==> src/rtl/clock_control.sv <==
// Clock control front-end: 1 Hz prescaler, button synchronise/debounce,
// Set auto-repeat and the RUN -> SET_HOUR -> SET_MIN mode FSM. Every output
// is a registered single-cycle strobe or level consumed by clock_counters.
module clock_control #(
   parameter int unsigned TICK_DIV        = 50_000_000,
   parameter int unsigned DEBOUNCE_CYCLES = 1_000_000,
   parameter int unsigned REPEAT_DELAY    = 25_000_000,
   parameter int unsigned REPEAT_PERIOD   = 10_000_000,
   parameter int unsigned BLINK_DIV       = 25_000_000
) (
   input  logic       i_Clock,
   input  logic       i_Reset_n,
   input  logic       i_Button_Mode,
   input  logic       i_Button_Set,
   output logic       o_Reset_Sec,
   output logic       o_Enable_Increment,
   output logic       o_Enable_Count_Sec,
   output logic       o_Enable_Count_Min,
   output logic       o_Enable_Count_Hour,
   output logic [1:0] o_Mode,
   output logic       o_Blink
);

   localparam int unsigned TW = $clog2(TICK_DIV + 1);
   localparam int unsigned DW = $clog2(DEBOUNCE_CYCLES + 1);
   localparam int unsigned RMAX = (REPEAT_DELAY > REPEAT_PERIOD) ? REPEAT_DELAY : REPEAT_PERIOD;
   localparam int unsigned RW = $clog2(RMAX + 1);
   localparam int unsigned BW = $clog2(BLINK_DIV + 1);

   typedef enum logic [1:0] {
      ST_RUN      = 2'b00,
      ST_SET_HOUR = 2'b01,
      ST_SET_MIN  = 2'b10
   } state_e;

   // Button index 0 = Mode, 1 = Set
   logic [1:0]    raw;
   logic [1:0]    sync1_q, sync2_q, deb_q, deb_prev_q;
   logic [DW-1:0] deb_cnt_q [2];
   logic          mode_press, set_press;

   state_e        state_q, state_d;
   logic [TW-1:0] presc_q, presc_d;
   logic          rep_act_q, rep_act_d;
   logic          rep_first_q, rep_first_d;
   logic [RW-1:0] rep_cnt_q, rep_cnt_d;
   logic          blink_q, blink_d;
   logic [BW-1:0] blink_cnt_q, blink_cnt_d;
   logic          rst_sec_q, rst_sec_d;
   logic          inc_q, inc_d;
   logic          sec_q, sec_d;
   logic          min_q, min_d;
   logic          hour_q, hour_d;
   logic          tick, rep_fire;

   assign raw        = {i_Button_Set, i_Button_Mode};
   assign mode_press = deb_q[0] & ~deb_prev_q[0];
   assign set_press  = deb_q[1] & ~deb_prev_q[1];

   // Synchronise both buttons and accept a new level after DEBOUNCE_CYCLES equal samples
   always_ff @(posedge i_Clock or negedge i_Reset_n) begin
      if (!i_Reset_n) begin
         sync1_q    <= '0;
         sync2_q    <= '0;
         deb_q      <= '0;
         deb_prev_q <= '0;
         for (int unsigned i = 0; i < 2; i++) deb_cnt_q[i] <= '0;
      end else begin
         sync1_q    <= raw;
         sync2_q    <= sync1_q;
         deb_prev_q <= deb_q;
         for (int unsigned i = 0; i < 2; i++) begin
            if (sync2_q[i] == deb_q[i]) begin
               deb_cnt_q[i] <= '0;
            end else if (deb_cnt_q[i] == DW'(DEBOUNCE_CYCLES - 1)) begin
               deb_q[i]     <= sync2_q[i];
               deb_cnt_q[i] <= '0;
            end else begin
               deb_cnt_q[i] <= deb_cnt_q[i] + 1'b1;
            end
         end
      end
   end

   // Next-state and strobe decode: mode change, prescaler tick, increment/repeat, blink
   always_comb begin
      state_d     = state_q;
      presc_d     = presc_q;
      rep_act_d   = rep_act_q;
      rep_first_d = rep_first_q;
      rep_cnt_d   = rep_cnt_q;
      blink_d     = blink_q;
      blink_cnt_d = blink_cnt_q;
      rst_sec_d   = 1'b0;
      inc_d       = 1'b0;
      sec_d       = 1'b0;
      min_d       = 1'b0;
      hour_d      = 1'b0;

      tick     = (state_q == ST_RUN) && (presc_q == TW'(TICK_DIV - 1));
      rep_fire = rep_act_q && deb_q[1] &&
                 (rep_cnt_q == (rep_first_q ? RW'(REPEAT_DELAY - 1) : RW'(REPEAT_PERIOD - 1)));

      if (rep_act_q) begin
         if (rep_fire) begin
            rep_cnt_d   = '0;
            rep_first_d = 1'b0;
         end else begin
            rep_cnt_d = rep_cnt_q + 1'b1;
         end
      end
      if (!deb_q[1]) rep_act_d = 1'b0;

      if (state_q == ST_RUN) presc_d = tick ? '0 : presc_q + 1'b1;
      else                   presc_d = '0;

      if (state_q == ST_RUN) begin
         blink_d     = 1'b0;
         blink_cnt_d = '0;
      end else if (blink_cnt_q == BW'(BLINK_DIV - 1)) begin
         blink_d     = ~blink_q;
         blink_cnt_d = '0;
      end else begin
         blink_cnt_d = blink_cnt_q + 1'b1;
      end

      if (tick) begin
         sec_d  = 1'b1;
         min_d  = 1'b1;
         hour_d = 1'b1;
      end

      // A Mode press takes priority over a coincident Set press or repeat
      if (mode_press) begin
         rep_act_d = 1'b0;
         presc_d   = '0;
         case (state_q)
            ST_RUN:      state_d = ST_SET_HOUR;
            ST_SET_HOUR: state_d = ST_SET_MIN;
            default: begin
               state_d   = ST_RUN;
               rst_sec_d = 1'b1;
            end
         endcase
         blink_d     = (state_d != ST_RUN);
         blink_cnt_d = '0;
      end else if ((state_q != ST_RUN) && (set_press || rep_fire)) begin
         inc_d  = 1'b1;
         hour_d = (state_q == ST_SET_HOUR);
         min_d  = (state_q == ST_SET_MIN);
         if (set_press) begin
            rep_act_d   = 1'b1;
            rep_first_d = 1'b1;
            rep_cnt_d   = '0;
         end
      end
   end

   // State, counters and registered outputs
   always_ff @(posedge i_Clock or negedge i_Reset_n) begin
      if (!i_Reset_n) begin
         state_q     <= ST_RUN;
         presc_q     <= '0;
         rep_act_q   <= 1'b0;
         rep_first_q <= 1'b0;
         rep_cnt_q   <= '0;
         blink_q     <= 1'b0;
         blink_cnt_q <= '0;
         rst_sec_q   <= 1'b0;
         inc_q       <= 1'b0;
         sec_q       <= 1'b0;
         min_q       <= 1'b0;
         hour_q      <= 1'b0;
      end else begin
         state_q     <= state_d;
         presc_q     <= presc_d;
         rep_act_q   <= rep_act_d;
         rep_first_q <= rep_first_d;
         rep_cnt_q   <= rep_cnt_d;
         blink_q     <= blink_d;
         blink_cnt_q <= blink_cnt_d;
         rst_sec_q   <= rst_sec_d;
         inc_q       <= inc_d;
         sec_q       <= sec_d;
         min_q       <= min_d;
         hour_q      <= hour_d;
      end
   end

   assign o_Reset_Sec         = rst_sec_q;
   assign o_Enable_Increment  = inc_q;
   assign o_Enable_Count_Sec  = sec_q;
   assign o_Enable_Count_Min  = min_q;
   assign o_Enable_Count_Hour = hour_q;
   assign o_Mode              = state_q;
   assign o_Blink             = blink_q;

endmodule

==> config.mk <==
export PLATFORM = sky130hd
export DESIGN_NAME = clock_control
export DESIGN_NICKNAME = d
export VERILOG_FILES = /design/src/rtl/clock_control.sv
export SDC_FILE = /design/constraint.sdc
export NUM_CORES = 1
export LEC_CHECK = 0
export BUFFER_PORTS_ARGS = -buffer_cell sky130_fd_sc_hd__buf_2
export CAP_MARGIN = 40
export CORE_ASPECT_RATIO = 0.9
export CORE_MARGIN = 5
export CORE_UTILIZATION = 60
export CTS_CLUSTER_SIZE = 40
export DETAILED_ROUTE_END_ITERATION = 10
export PLACE_DENSITY_LB_ADDON = 0.08
export SLEW_MARGIN = 20
export SYNTH_ARGS = -nofsm -noshare
export SYNTH_HDL_FRONTEND = slang
export SYNTH_SLANG_ARGS = --single-unit
export TNS_END_PERCENT = 30
==> constraint.sdc <==
create_clock -name i_Clock -period 2.5 [get_ports i_Clock]
set_clock_uncertainty 0.1 [all_clocks]
set_input_delay 0.5 -clock i_Clock [delete_from_list [all_inputs] [get_ports i_Clock]]
set_output_delay 0.5 -clock i_Clock [all_outputs]
set_load 0.05 [all_outputs]
### After elaboration in Yosys (flattened, before gate mapping)

Cells that the tools add are included.

| word-level totals | value |
|---|---|
| input port bits | 4 |
| word-level logic and storage cells | 91 |
| output and inout bits | 8 |
| register bits | 134 |

| cells by class | value |
|---|---|
| multiplexer cells | 39 |
| reductions and logical operators | 12 |
| bitwise gates (word level) | 7 |
| equal/unequal tests | 9 |
| $add $sub $neg | 5 |

Operators by type and width:

| cell | number |
|---|---|
| $mux W25 | 9 |
| $mux W20 | 4 |
| $mux W26 | 3 |
| $add A25 B1 Y25 const B | 2 |
| $add A20 B1 Y20 const B | 2 |
| $eq A20 B20 Y1 const B | 2 |
| $add A26 B1 Y26 const B | 1 |
| $eq A26 B26 Y1 const B | 1 |
| $eq A25 B25 Y1 | 1 |
| $eq A25 B25 Y1 const B | 1 |
| $mux W1 | 21 |
| $not A1 Y1 | 5 |
| $logic_and A1 B1 Y1 | 4 |
| $pmux W2 S2 | 1 |
| $reduce_and A2 Y1 | 2 |
| $reduce_bool A2 Y1 | 2 |
| $reduce_bool A3 Y1 | 1 |
| $and A1 B1 Y1 | 2 |
| $eq A1 B1 Y1 | 2 |
| $eq A2 B1 Y1 const B | 1 |
| $eq A2 B2 Y1 const B | 1 |
| $logic_not A2 Y1 | 1 |
| $mux W2 | 1 |
| $reduce_or A2 Y1 | 1 |
| $logic_or A1 B1 Y1 | 1 |

### Longest topological paths before layout

Gate-level depths: netlist of run 1.

| logic depth | value |
|---|---|
| depth in word-level cells | 8 |
| gate-level depth with buffers | 7 |
| depth with buffers taken out | 5 |

### Worst setup path after synthesis of run 1

Ideal clock, no wire load.

| timing path | value |
|---|---|
| path type | register to register |
| from | reg rep_cnt_q[14] |
| to | reg rep_cnt_q[0] |
| data required time | 2.264 ns |
| stages on the path, launching flop included | 6 |
| path buffers | 1 |
| period minus slack after synthesis | 2.168 ns |
| arrival | 1.932 ns |
| library setup time | 0.136 ns |
| slack | 0.332 ns |
| cells stage by stage | dfrtp_1 -> or4b_1 -> a2111o_1 -> nor4_4 -> buf_6 -> nor3_1 |

| between the ends | value |
|---|---|
| word-level cells in the longest chain between the ends | 7 |
| elaborated cells between the ends (all ways) | 9 |
| those cells by class | eq/ne: 1; mux: 5; reduce/logical: 3 |

RTL lines:

| element | line | text |
|---|---|---|
| start, declared | 46 | `logic [RW-1:0] rep_cnt_q, rep_cnt_d;` |
| start signal, assigned | 179 | `rep_cnt_q <= rep_cnt_d;` |
| $eq A25 B25 Y1 * | 102 | `(rep_cnt_q == (rep_first_q ? RW'(REPEAT_DELAY - 1) : RW'(REPEAT_PERIOD - 1)));` |
| $logic_and A1 B1 Y1 * | 101 | `rep_fire = rep_act_q && deb_q[1] &&` |
| $mux W25 | 105 | `if (rep_fire) begin` |
| $mux W25 | 104 | `if (rep_act_q) begin` |
| $mux W25 | 151 | `if (set_press) begin` |
| $mux W25 | 147 | `end else if ((state_q != ST_RUN) && (set_press \|\| rep_fire)) begin` |
| $mux W25 * | 134 | `if (mode_press) begin` |
| named net rep_cnt_d[0] | 46 |  |

The timed path passes the listed nets; every way through them passes the cells marked *.
A chain may end at the register's enable or synchronous reset.

### Final worst setup path of run 1

| timing path | value |
|---|---|
| from | reg presc_q[0] |
| to | reg presc_q[24] |

| between the ends | value |
|---|---|
| word-level cells in the longest chain between the ends | 5 |
| elaborated cells between the ends (all ways) | 6 |
| those cells by class | add/sub: 1; eq/ne: 1; mux: 3; reduce/logical: 1 |

RTL lines:

| element | line | text |
|---|---|---|
| start, declared | 43 | `logic [TW-1:0] presc_q, presc_d;` |
| start signal, assigned | 176 | `presc_q <= presc_d;` |
| branches (longest 2 deep; another with $add A26 B1 Y26) | - |  |
| $mux W26 * (2 in series) | 114 | `if (state_q == ST_RUN) presc_d = tick ? '0 : presc_q + 1'b1;` |
| $mux W26 * | 134 |  |
| named net presc_d[24] | 43 |  |

Mark *: on every way through the listed nets, which the timed path passes.

==> results of run 1 <==
## Yosys cell counts, drive strengths merged (2+ instances only)
library cell  number  area share, %
dfrtp            134             48
nor2              51            2.8
nand2             49            2.7
nand3             42            3.0
nand4             35            3.2
xor2              34            4.3
nor3              31            2.2
or4               29            3.2
o31ai             27            3.2
xnor2             27            3.4
o21ai             26            1.9
a21oi             25            1.8
a211oi            24            2.6
clkbuf            24            1.3
or3               23            2.1
inv               19            1.0
and4              16            2.0
buf               11            1.1
nor4              11            1.4
and2               9           0.81
and3               9           0.81
ha                 5           0.90
nor4bb             5           0.72
or4b               5           0.72
o21bai             4           0.43
or2                4           0.36
a31o               3           0.38
mux2               3           0.49
nand4b             3           0.38
nand2b             2           0.18
nor2b              2           0.18
nor3b              2           0.22
nor4b              2           0.25
o41ai              2           0.25
## where the power goes
part | total [W] | switching, W | internal [W]
Sequential | 0.00219 | 0.0000112 | 0.00218
Clock | 0.00288 | 0.000915 | 0.00197
Combinational | 0.0000810 | 0.0000602 | 0.0000209
## stage by stage
step | worst slack (ns) | util [%] | cells | hold slack (ns) | instance area, um^2
floorplan | 0.332 | - | 708 | 0.104 | 6930
global placement | 0.368 | 62.9 | 857 | 0.233 | 7160
detailed placement | 0.304 | 62.9 | 857 | 0.242 | 7160
CTS | 0.278 | 69.0 | 890 | 0.0753 | 7860
global route | 0.119 | 69.0 | 890 | 0.0788 | 7860
finish | 0.278 | 69.0 | 890 | 0.0940 | 7860
## registers in the layout, summed over array words and instances (netlist names)
register,cells
rep_cnt_q,25
rep_act_q,1
o_Enable_Count_Min,1
sync2_q,2
sync1_q,2
o_Blink,1
blink_cnt_q,25
deb_prev_q,2
rep_first_q,1
presc_q,26
o_Enable_Count_Hour,1
deb_q,2
o_Enable_Increment,1
o_Reset_Sec,1
o_Enable_Count_Sec,1
deb_cnt_q,40
o_Mode,2
## metal layers
metal,track usage [%],part of all wire [%],routed length [um],up-vias
met1,30.9,46,6580,2718
li1,-,-,-,2678
met3,5.69,3.7,526,11
met2,36.0,49,6940,97
met5,0,0,0,-
met4,5.76,0.89,126,0
## kinds of logic (layout without fill, tap and decap cells)
| group | after synthesis | in the layout | share of synthesized area (%) |
|---|---|---|---|
| AO/OA/AOI/OAI | 118 | 118 | 11.4 |
| AND/OR/NAND/NOR | 333 | 333 | 27.7 |
| multiplexers | 3 | 3 | 0.487 |
| adder cells (fa/ha/maj) | 5 | 5 | 0.902 |
| flip-flops | 134 | 134 | 48.4 |
| buffers and inverters | 54 | 80 | 3.43 |
| XOR/XNOR | 61 | 61 | 7.71 |
## final cells by class
type	count	share of cell area, %
sequential	134	42.7
tap	156	2.48
clock buffer	18	5.46
timing repair buffer	29	2.69
inverter	19	0.908
clock inverter	14	3.23
multi-input combinational	520	42.5
## worst register-to-register path: cells and delay by family, from the launching register on
family / cells / cell delay [ns]
compound gates: 1 / 0.26
flops: 1 / 0.40
simple gates: 3 / 1.12
fa+ha+maj: 1 / 0.23
## path summary, 6_finish.rpt
path	slack (ns)	from	endpoint
hold reg to reg	0.25	sync1_q[0]	sync2_q[0]
hold / removal	0.09	i_Button_Mode	sync1_q[0]
max in group asynchronous	1.10	i_Reset_n	presc_q[22]
setup reg to reg	0.28	presc_q[0]	presc_q[24]
min in group asynchronous	0.52	i_Reset_n	rep_cnt_q[23]
setup / recovery	0.28	presc_q[0]	presc_q[24]
==> flow_summary.toml, run 1 <==
[clock_tree]
clk_pin_slew_ns = 0.06
clkSinkCount = 134
clockBufferDepth = 2
postCtsSetupRepairBufs = 0
cts_buffers = 17
cts_resized = 0
ctsHoldBuffers = 1
cts_root_buf = "clkbuf_16"
htree_levels = 4
insertion_delay_ns = 0.41
tritoncts = "yes"

[synth]
syn_area_per_cell_um2 = 9.79
async_flop_share_pct = 100
synth-seq-area-share_pct = 48.4
ys.flop_type = "dfrtp_1"
synth_edf_count = 0
synth_seq_cells = 134
yosysWarnings = 0
syn_nets = 717
syn-instance-count = 708
yosysUniqueCellTypes = 53
syn_area_mm2 = 0.00693

[layout]
diodes = 0
final_cell_mix = "dfrtp_1 (134), nor2_1 (51), nand2_1 (49), nand3_1 (42)"
multi_input_area_mm2 = 0.00334
syn2layout_area_growth_pct = 13.3
final_common_cell = "dfrtp_1"
fin_nets = 730
seq_area_mm2 = 0.00335
fill_cells = 920
drive_above_1_share_pct = 10.5

[timing]
fin_crit_ns = 2.22
maxSlewViolCount = 0
max_clock_freq_mhz = 450
min_period_over_period_pct = 88.9
setup_viol = 0
slew_headroom_pct = 61.9
tns_ns = 0
hold_viol = 0
tightestPinTransition_ns = 0.558
rsz0062_at_grt = "no"

[global_routing]
antenna_found_initial = 0
track_usage_pct = 22.6
grt-ovfl-total = 0
grt_max_degree = 60
grt_pass1_vias = 5318
grt_pass1_wl_um = 25200

[power]
power-per-cell-area_mw_per_mm2 = 656
power_w = 0.00515
ir_drop_mv = 0.685
p_leak_nw = 3.09

[worst_setup_path]
worst_r2r_path_depth = 5
cp_max_fo = 10
cp.buffers_inverters = 0
max_stage_delay_ns = 0.47
cp-start-kind = "register"
crit_slowest_cell = "or4_1"
path_delay_family = "simple AND/OR/NAND/NOR gates"
critical_path.cell_chain = "ha_1 -> and4_1 -> nand3_1 -> or4_1 -> a211oi_1"
path_depth = 5
cp.arrival_ns = 2.43
required_ns = 2.71
critPathCaptureType = "register"
crit_type = "reg -> reg"

[die]
rows = 37
ios = 12
dieArea_mm2 = 0.0138
core-area_mm2 = 0.0114
die_h_um = 112
die_x_um = 123
initial_utilization_pct = 60.9

[routing]
post_drt_wl_per_cell_um = 15.9
drt_pass1_iterations = 6
num_vias = 5504
drt_iter0_drc = 482
ant_nets = 0
totalWireLength_um = 14200
drc_errors = 0
vias_per_cell = 6.18

[outcome]
status = "complete, no violations"

[placement]
routabilityCongestion = 0.838
dp_hpwl_um = 9530
port_buffers = 11

[hold_path]
hold_depth = 1
hold_path_class = "in -> reg"

[job]
drv_cap = 0
Note: power is estimated with default switching activity, not from simulation.
==> run 2: changes to the inputs <==
--- a/config.mk
+++ b/config.mk
@@ -8,8 +8,8 @@
 export BUFFER_PORTS_ARGS = -buffer_cell sky130_fd_sc_hd__buf_2
 export CAP_MARGIN = 40
 export CORE_ASPECT_RATIO = 0.9
-export CORE_MARGIN = 5
-export CORE_UTILIZATION = 60
+export CORE_MARGIN = 2
+export CORE_UTILIZATION = 50
 export CTS_CLUSTER_SIZE = 40
 export DETAILED_ROUTE_END_ITERATION = 10
 export PLACE_DENSITY_LB_ADDON = 0.08
==> run 2 against run 1 <==
  * Critical path depth down 1
  * Largest power group unchanged
  * Hold slack worse by 0.015 ns
  * Sequential share of layout area up 0.54 points
  * Global-route usage down 0.61 points
  * Die area up 7.4%
  * First-iteration DRC count down 33%
  * Core utilization down 11 points
  * Via count down 0.38%
  * Final cell count up 1.6%
  * Largest cell class unchanged
  * Setup slack worse by 0.050 ns
  * Count of clock-buffer cells in the layout up 6
  * Critical endpoint is now o_Enable_Count_Min
  * Sequential power about the same
  * Highest routed layer unchanged
==> flow_summary.toml, run 2 (synthesized netlist as in run 1, its figures left out) <==
[placement]
routabilityCongestion = 0.842
place_ws_ns = 0.303
dpl_cell_area_mm2 = 0.00719
port_buffers = 11
dp_hpwl_um = 9980
dp.cells = 871

[routing]
vias_per_cell = 6.07
totalWireLength_um = 14900
num_vias = 5483
drt_pass1_iterations = 5
drt_iter0_drc = 325
ant_nets = 0
drc_errors = 0
post_drt_wl_per_cell_um = 16.5

[global_routing]
grt_pass1_vias = 5348
track_usage_pct = 22.0
grt_pass1_wl_um = 25900
grt-ovfl-total = 0
grt_max_degree = 53
antenna_found_initial = 0

[power]
p_leak_nw = 3.04
ir_drop_mv = 0.517
power_w = 0.00464
power-per-cell-area_mw_per_mm2 = 597

[timing]
slew_headroom_pct = 59.0
maxSlewViolCount = 0
fin_crit_ns = 2.27
tightestPinTransition_ns = 0.600
min_period_over_period_pct = 90.9
setup_ws_ns = 0.229
rsz0062_at_grt = "no"
hold_viol = 0
tns_ns = 0
max_clock_freq_mhz = 440
setup_viol = 0

[worst_setup_path]
reg2reg_from = "rep_cnt_q[14]"
cp.arrival_ns = 2.50
crit_type = "reg -> reg"
cp-start-kind = "register"
r2r_end = "o_Enable_Count_Min"
required_ns = 2.73
worst_r2r_path_depth = 4
critPathCaptureType = "register"
reg2reg_slack_ns = 0.23
cp_max_fo = 7

[layout]
drive_above_1_share_pct = 10.3
fill_cells = 1183
final_cells = 904
diodes = 0
fin_area_mm2 = 0.00776
top_regs = "deb_cnt_q x40, presc_q x26"
fin_nets = 732
final_common_cell = "dfrtp_1"
syn2layout_area_growth_pct = 11.9
final_cell_mix = "dfrtp_1 (134), nor2_1 (51), nand2_1 (49), nand3_1 (42)"
largest_register_ffs = 40
top_register = "deb_cnt_q"

[clock_tree]
clockBufferDepth = 2
clk_pin_slew_ns = 0.06
cts_buffers = 17
insertion_delay_ns = 0.43
tritoncts = "yes"
htree_levels = 4
clkSinkCount = 134
postCtsSetupRepairBufs = 0
cts_root_buf = "clkbuf_16"
ctsHoldBuffers = 1
cts_resized = 0

[die]
ios = 12
rows = 40
core-area_mm2 = 0.0135
dieArea_mm2 = 0.0148
die_x_um = 128
initial_utilization_pct = 51.5
die_h_um = 116

[hold_path]
hold_depth = 1
hold_start = "i_Button_Mode"
min_to = "sync1_q[0]"
hold_path_class = "in -> reg"

[outcome]
status = "complete, no violations"

[job]
drv_cap = 0
==> run 2: cell types whose count changed in the layout (fill, tap and decap cells not counted), sizes merged <==
cell,before,now
bufinv,7,1
clkbuf,18,24
buf,28,30
clkinv,4,5
inv,20,19
==> run 2: per-stage QoR <==
step	hold WS (ns)	util, %
finish	0.0791	57.6
global route	0.0727	57.6
CTS	0.0655	57.6
detailed placement	0.236	53.4
global placement	0.237	53.4
floorplan	0.104	-
==> run 2: worst max path at each step <==
stage / startpoint / to / slack (ns) / cells past startpoint
after detailed placement: rep_cnt_q[14] / o_Enable_Count_Min / 0.30 / 4
final: rep_cnt_q[14] / o_Enable_Count_Min / 0.23 / 4
after floorplan: rep_cnt_q[14] / rep_cnt_q[0] / 0.33 / 5
after global routing: rep_cnt_q[14] / o_Enable_Count_Min / 0.07 / 4
after CTS: rep_cnt_q[14] / o_Enable_Count_Min / 0.27 / 4
after global placement: rep_cnt_q[14] / o_Enable_Count_Min / 0.35 / 4
==> run 2: cell type report <==
class                      instances  area, um^2  share of cell area, %
inverter                          19        71.3                  0.919
multi-input combinational        520        3340                   43.1
timing repair buffer              31         226                   2.92
sequential                       134        3350                   43.2
clock inverter                     8        73.8                  0.951
clock buffer                      24         482                   6.21
tap                              168         210                   2.71
==> run 2: report_power, final <==
part	leakage (nW)	internal (W)	switching, W
combinational	0.923	0.0000210	0.0000619
clock	0.270	0.00144	0.000921
sequential	1.84	0.00218	0.0000106
total	3.04	0.00364	0.000994
==> run 2: layer usage <==
layer	routed length (um)	global-route usage (%)	share of wire [%]
met5	0	0	0
met4	256	8.42	1.7
met3	435	4.48	2.9
met2	6890	34.6	46
met1	7330	30.3	49
==> run 2: worst max-delay path: stages (launching register included) <==
cell       delay [ns]
dfrtp_1          0.44
or4b_1           0.56
a2111oi_0        0.61
a41oi_1          0.24
o21bai_1         0.23
